## src/rtl/vga_pkg.sv

```systemverilog
// Shared VGA 640x480@60 timing constants and the vertical-region FSM type.
// All counter constants are 10 bits wide to match the h/v counters.
package vga_pkg;

    // Horizontal timing, in pixel ticks
    localparam logic [9:0] H_ACTIVE   = 10'd640;
    localparam logic [9:0] H_FPORCH   = 10'd16;
    localparam logic [9:0] H_SWIDTH   = 10'd96;
    localparam logic [9:0] H_BPORCH   = 10'd48;
    localparam logic [9:0] H_TOTAL    = 10'd800;
    localparam logic [9:0] H_LAST     = H_TOTAL - 10'd1;
    localparam logic [9:0] H_SYNC_BEG = H_ACTIVE + H_FPORCH;    // 656
    localparam logic [9:0] H_SYNC_END = H_SYNC_BEG + H_SWIDTH;  // 752, exclusive

    // Vertical timing, in lines
    localparam logic [9:0] V_ACTIVE   = 10'd480;
    localparam logic [9:0] V_FPORCH   = 10'd10;
    localparam logic [9:0] V_SWIDTH   = 10'd2;
    localparam logic [9:0] V_BPORCH   = 10'd33;
    localparam logic [9:0] V_TOTAL    = 10'd525;

    // Last line of each vertical region
    localparam logic [9:0] V_VIS_LAST  = V_ACTIVE - 10'd1;                 // 479
    localparam logic [9:0] V_FP_LAST   = V_ACTIVE + V_FPORCH - 10'd1;      // 489
    localparam logic [9:0] V_SYNC_LAST = V_FP_LAST + V_SWIDTH;             // 491
    localparam logic [9:0] V_LAST      = V_TOTAL - 10'd1;                  // 524

    typedef enum logic [1:0] {
        V_VIS  = 2'd0,
        V_FP   = 2'd1,
        V_SYNC = 2'd2,
        V_BP   = 2'd3
    } vregion_e;

endpackage

```

## src/rtl/vga_timing_gen.sv

```systemverilog
// VGA timing generator: pixel clock (clk/2), pixel tick, h/v counters,
// vertical-region FSM, delayed syncs and frame_start pulse.
// Ports:
//   clk, rst      - system clock, async active-low reset
//   tick          - high in the clk cycle where counters advance
//   h_cnt, v_cnt  - current pixel position (pixel being addressed this tick)
//   line_end      - h_cnt at its last value (wraps on this tick)
//   frame_end     - last pixel of the frame
//   h_sync/v_sync - active-low syncs, two ticks behind the counters so they
//                   line up with the registered rgb
//   vga_clk       - 25 MHz pixel clock output
//   frame_start   - one-clk pulse when counters wrap (524,799)->(0,0)
module vga_timing_gen
    import vga_pkg::*;
(
    input  logic       clk,
    input  logic       rst,
    output logic       tick,
    output logic [9:0] h_cnt,
    output logic [9:0] v_cnt,
    output logic       line_end,
    output logic       frame_end,
    output logic       h_sync,
    output logic       v_sync,
    output logic       vga_clk,
    output logic       frame_start
);

    vregion_e vstate, vstate_nxt;
    logic     hs_d, vs_d;

    // Qualify with rst so nothing downstream (fb_rd) strobes while held in reset.
    assign tick      = ~vga_clk & rst;
    assign line_end  = (h_cnt == H_LAST);
    assign frame_end = line_end && (v_cnt == V_LAST);

    always_comb begin
        vstate_nxt = vstate;
        if (tick && line_end) begin
            case (vstate)
                V_VIS:   if (v_cnt == V_VIS_LAST)  vstate_nxt = V_FP;
                V_FP:    if (v_cnt == V_FP_LAST)   vstate_nxt = V_SYNC;
                V_SYNC:  if (v_cnt == V_SYNC_LAST) vstate_nxt = V_BP;
                V_BP:    if (v_cnt == V_LAST)      vstate_nxt = V_VIS;
                default: vstate_nxt = V_VIS;
            endcase
        end
    end

    always_ff @(posedge clk or negedge rst) begin
        if (!rst) begin
            vstate <= V_VIS;
        end else begin
            vstate <= vstate_nxt;
        end
    end

    always_ff @(posedge clk or negedge rst) begin
        if (!rst) begin
            vga_clk     <= 1'b0;
            h_cnt       <= '0;
            v_cnt       <= '0;
            hs_d        <= 1'b1;
            vs_d        <= 1'b1;
            h_sync      <= 1'b1;
            v_sync      <= 1'b1;
            frame_start <= 1'b0;
        end else begin
            vga_clk     <= ~vga_clk;
            frame_start <= 1'b0;
            if (tick) begin
                h_cnt <= line_end ? '0 : h_cnt + 1'b1;
                if (line_end)
                    v_cnt <= frame_end ? '0 : v_cnt + 1'b1;
                // First stage decodes the addressed pixel, second stage
                // matches the one-tick fetch latency of the rgb path.
                hs_d        <= !((h_cnt >= H_SYNC_BEG) && (h_cnt < H_SYNC_END));
                vs_d        <= (vstate != V_SYNC);
                h_sync      <= hs_d;
                v_sync      <= vs_d;
                frame_start <= frame_end;
            end
        end
    end

endmodule

```

## src/rtl/vga_frame_reader.sv

```systemverilog
// VGA frame reader: scans a framebuffer of IMG_W x IMG_H 24-bit pixels and
// drives a 640x480@60 VGA output from a 50 MHz clock.
// Build option: define VGA_UPSCALE4_EN to replicate each image pixel 4x4;
// otherwise the image is shown 1:1 in the top-left corner.
// Ports:
//   clk, rst          - 50 MHz clock, async active-low reset
//   fb_data           - framebuffer read data {R,G,B}, one clk after fb_rd
//   fb_addr, fb_rd    - framebuffer read address (y*IMG_W+x) and strobe
//   rgb               - pixel colour to DAC
//   h_sync, v_sync    - active-low syncs aligned with rgb
//   vga_clk           - 25 MHz pixel clock
//   frame_start       - one-clk pulse at each frame wrap
module vga_frame_reader
    import vga_pkg::*;
#(
    parameter int IMG_W = 100,
    parameter int IMG_H = 100,
    parameter int AW    = 14
)(
    input  logic          clk,
    input  logic          rst,
    input  logic [23:0]   fb_data,
    output logic [AW-1:0] fb_addr,
    output logic          fb_rd,
    output logic [23:0]   rgb,
    output logic          h_sync,
    output logic          v_sync,
    output logic          vga_clk,
    output logic          frame_start
);

`ifdef VGA_UPSCALE4_EN
    localparam int SCALE = 4;
`else
    localparam int SCALE = 1;
`endif
    localparam int DW = IMG_W * SCALE;
    localparam int DH = IMG_H * SCALE;

    localparam logic [9:0]    DW_L     = 10'(DW);
    localparam logic [9:0]    DH_L     = 10'(DH);
    localparam logic [9:0]    DW_LAST  = 10'(DW - 1);
    localparam logic [9:0]    DH_LAST  = 10'(DH - 1);
    localparam logic [9:0]    SUB_MASK = 10'(SCALE - 1);
    localparam logic [AW-1:0] W_STEP   = AW'(IMG_W);

    logic          tick, line_end, frame_end;
    logic [9:0]    h_cnt, v_cnt;
    logic          in_img, img_d, rd_d;
    logic [AW-1:0] col, row_base;
    logic [23:0]   pix_q;

    vga_timing_gen u_tim (
        .clk         (clk),
        .rst         (rst),
        .tick        (tick),
        .h_cnt       (h_cnt),
        .v_cnt       (v_cnt),
        .line_end    (line_end),
        .frame_end   (frame_end),
        .h_sync      (h_sync),
        .v_sync      (v_sync),
        .vga_clk     (vga_clk),
        .frame_start (frame_start)
    );

    assign in_img  = (h_cnt < DW_L) && (v_cnt < DH_L);
    assign fb_rd   = tick && in_img;
    assign fb_addr = row_base + col;

    // col/row_base track the pixel under the counters. Both saturate at the
    // last image column/row, which keeps fb_addr inside the framebuffer even
    // while scanning the blanking area. With SCALE=1 the sub-pixel mask is 0
    // so every tick/line steps.
    always_ff @(posedge clk or negedge rst) begin
        if (!rst) begin
            col      <= '0;
            row_base <= '0;
        end else if (tick) begin
            if (line_end) begin
                col <= '0;
                if (frame_end)
                    row_base <= '0;
                else if ((v_cnt < DH_LAST) && ((v_cnt & SUB_MASK) == SUB_MASK))
                    row_base <= row_base + W_STEP;
            end else if ((h_cnt < DW_LAST) && ((h_cnt & SUB_MASK) == SUB_MASK)) begin
                col <= col + 1'b1;
            end
        end
    end

    // fb_data is captured in the clk after the read, so the RAM need not
    // hold its output; rgb then updates on the following tick.
    always_ff @(posedge clk or negedge rst) begin
        if (!rst) begin
            rd_d  <= 1'b0;
            pix_q <= '0;
            img_d <= 1'b0;
            rgb   <= '0;
        end else begin
            rd_d <= fb_rd;
            if (rd_d)
                pix_q <= fb_data;
            if (tick) begin
                img_d <= in_img;
                rgb   <= img_d ? pix_q : 24'h0;
            end
        end
    end

endmodule

```

## config.mk

```make
export PLATFORM = sky130hd
export DESIGN_NAME = vga_frame_reader
export DESIGN_NICKNAME = d
export VERILOG_FILES = /design/src/rtl/vga_pkg.sv /design/src/rtl/vga_timing_gen.sv /design/src/rtl/vga_frame_reader.sv
export SDC_FILE = /design/constraint.sdc
export NUM_CORES = 1
export LEC_CHECK = 0
export BUFFER_PORTS_ARGS = -buffer_cell sky130_fd_sc_hd__buf_2
export CORE_MARGIN = 3
export CORE_UTILIZATION = 53
export CTS_CLUSTER_DIAMETER = 100
export DETAILED_ROUTE_END_ITERATION = 16
export HOLD_SLACK_MARGIN = 0.03
export PLACE_DENSITY_LB_ADDON = 0.08
export SLEW_MARGIN = 5
export SYNTH_ARGS = -nofsm -noshare
export SYNTH_HDL_FRONTEND = slang
export SYNTH_HIERARCHICAL = 1
export SYNTH_SLANG_ARGS = --single-unit
```

## constraint.sdc

```tcl
create_clock -name clk -period 2.7 [get_ports clk]
set_input_delay 0.54 -clock clk [delete_from_list [all_inputs] [get_ports clk]]
set_output_delay 0.54 -clock clk [all_outputs]
set_load 0.01 [all_outputs]
```

==> qor.yml <==
outcome:
  status: "finished with violations"
  failed_checks: "negative setup slack"
pwr:
  power_leakage_nw: 2.86
  peakVddDrop_mv: 0.341
  finalPower_w: 0.00361
  power_density_mw_per_mm2: 568
global_routing:
  grt_pass1_wl_um: 19500
  gr-usage-met2_pct: 32.9
  grt_antenna_before_repair: 0
  grt_max_degree: 57
  grt.met3_usage_pct: 6.08
  busiest_layer: "met2"
  overflow: 0
  gr-usage-met1_pct: 29.2
  grtUsageTotal_pct: 21.2
  grt_pass1_vias: 4035
worst_setup_path:
  critPathBufInv: 1
  r2r-end: "row_base[6]"
  crit_family: "compound AO/OA/AOI/OAI gates"
  cp-start-kind: "flop"
  r2r-start: "u_tim/h_cnt[7]"
  path_depth: 7
  worstSetupEndpointType: "output pin"
  critical_path.max_fanout: 3
  cpPeakStageDelay_ns: 0.45
  crit_required_ns: 2.16
  crit_chain: "ha_4 > a21oi_4 > o22ai_2 > o31a_1 > o41ai_2 > xnor2_1 > buf_2"
  critPathKind: "flop to output pin"
  critPathArrivalTime_ns: 2.19
  r2r_slack_ns: 0.27
  worst_path_max_delay_cell: "dfrtp_2"
  worstRegToRegCells: 8
finish:
  area_growth_pct: 16.9
  fill_cells: 799
  final_nets: 671
  fin_area_mm2: 0.00635
  layout_commonest_cell: "dfrtp_1"
  antenna_cells: 0
  final_cell_mix: "dfrtp_1 (93), buf_2 (67), o21ai_0 (46)"
  layout-drive-gt1-share_pct: 28.4
cts:
  clock_path_buffers: 2
  htree_levels: 3
  cts_buffers: 9
  cts_sinks: 104
  cts_hold_buffers: 0
  clk_pin_slew_ns: 0.10
  clock_latency_ns: 0.36
  cts_tree: "done"
  cts_root_buf: "clkbuf_8"
sta:
  worstMarginPinSlew_ns: 0.808
  setup_viol: 2
  relSlewSlack_pct: 46.1
  fin_crit_sh_pct: 101
  maxSlewViolCount: 0
  fmaxAchievable_mhz: 367
  hold_viol_final: 0
  setup_ws_ns: -0.0279
  skew_ns: 0.0131
  rsz0062_at_grt: "yes"
  finalCriticalPeriod_ns: 2.73
floorplanning:
  dieArea_mm2: 0.0115
  core_area_mm2: 0.00986
  die_w_um: 107
  fp-row-count: 36
  floorplan.initialDensity_pct: 55.1
  ios: 69
  die_y_um: 107
logic_synthesis:
  synthArstFlopShare_pct: 100
  avgSynthCellArea_um2: 10.1
  syn_area_mm2: 0.00543
  yosysSeqAreaShare_pct: 48.0
  yosysUniqueCellTypes: 68
  syn_nets: 588
  yosys_warnings: 6
  ys.flop_type: "dfrtp_1"
  synth_edf_count: 0
  ys_seq_elements: 104
  syn_inst: 538
routing:
  viasPerCell: 5.47
  vias: 4154
  drc: 0
  drt_iter0_drc: 254
  ant_nets: 0
  wl_per_cell_um: 15.0
  drt_pass1_iterations: 4
  drt_wl_total_um: 11400
worst_hold_path:
  min_path_type: "primary input to async pin"
place:
  pre_cts_ws_ns: 0.102
  dp_hpwl_um: 7990
  gp_congestion: 0.878
  numPortBuffers: 68
  dpl_cell_area_mm2: 0.00594
flow_run:
  maxCapViolations: 0
power breakdown:
group / leakage, nW / switching (W) / internal, W
Clock: 0.107 / 0.000541 / 0.000458
Combinational: 1.45 / 0.000374 / 0.000352
Sequential: 1.31 / 0.000163 / 0.00172
worst max-delay path by stage:
stage | from | to | slack, ns
2_1_floorplan | u_tim/h_cnt[5] | row_base[6] | 0.02
3_3_place_gp | row_base[3] | fb_addr[11] | 0.18
3_5_place_dp | row_base[3] | fb_addr[11] | 0.10
4_1_cts | col[3] | fb_addr[11] | -0.05
5_1_grt | col[4] | fb_addr[12] | -0.13
6_report | col[3] | fb_addr[11] | -0.03
cell usage after synthesis (3+ instances only):
| library cell | count | area, um2 |
|---|---|---|
| nor2_1 | 39 | 146 |
| nand3_1 | 34 | 170 |
| dfrtp_1 | 100 | 2500 |
| or3_1 | 4 | 25.0 |
| o21ai_0 | 47 | 235 |
| xor2_1 | 9 | 78.8 |
| inv_1 | 42 | 158 |
| a21oi_1 | 12 | 60.1 |
| nand2_1 | 43 | 161 |
| dfstp_2 | 4 | 105 |
| mux2_2 | 24 | 270 |
| a31oi_1 | 5 | 31.3 |
| nor3_2 | 5 | 50.1 |
| and3_1 | 6 | 37.5 |
| and2_1 | 3 | 18.8 |
| a21o_1 | 6 | 45.0 |
| xnor2_1 | 32 | 280 |
| nor3_1 | 15 | 75.1 |
| ha_1 | 24 | 300 |
| nand4_1 | 8 | 50.1 |
| clkbuf_1 | 13 | 48.8 |
| o31ai_1 | 4 | 30.0 |
| nor4b_1 | 3 | 26.3 |
through the flow:
step                hold slack (ns)  utilization (%)  instances  TNS (ns)
floorplan                     0.244                -        538         0
global placement              0.421             60.2        732         0
detailed placement            0.431             60.2        732         0
CTS                           0.297             63.3        753    -0.156
global route                  0.309             64.4        759    -0.380
finish                        0.286             64.4        759   -0.0474
timing repair:
item                                    CTS  global route
gates cloned                              0             0
gates resized for setup                  12            12
buffers inserted                          5             6
pin swaps                                 1             1
endpoints found under the setup margin    5             5
cell type report:
class | instances | area [um2] | area share, %
Clock inverter | 6 | 66.3 | 1.04
Sequential cell | 104 | 2620 | 41.2
Clock buffer | 10 | 138 | 2.17
Tap cell | 133 | 166 | 2.62
Multi-Input combinational cell | 370 | 2670 | 42.1
Inverter | 43 | 161 | 2.54
Timing Repair Buffer | 93 | 531 | 8.35
cells by family (layout without fill, tap and decap cells):
logic type | after synthesis | after routing | synth area share (%)
buf+inv | 64 | 152 | 4.88
mux | 26 | 26 | 5.37
simple gates | 180 | 180 | 17.8
other cells | 1 | 1 | 0.0690
fa+ha+maj | 24 | 24 | 5.53
flops | 104 | 104 | 48.0
xor+xnor | 41 | 41 | 6.61
compound gates | 98 | 98 | 11.8
state kept, by name, indices dropped and copies added, names as in the netlist, 2 cells and up:
register / count
u_tim/v_cnt: 10
pix_q: 24
col: 14
rgb: 24
row_base: 12
u_tim/h_cnt: 10
u_tim/vstate: 2
metal layers:
layer,share of wire (%),wire (um),vias to the layer above
met5,0,0,-
met1,47,5330,2018
met3,5.9,675,6
li1,-,-,2023
met4,0.80,91,0
met2,47,5310,107
(Power assumes the default switching activity.)
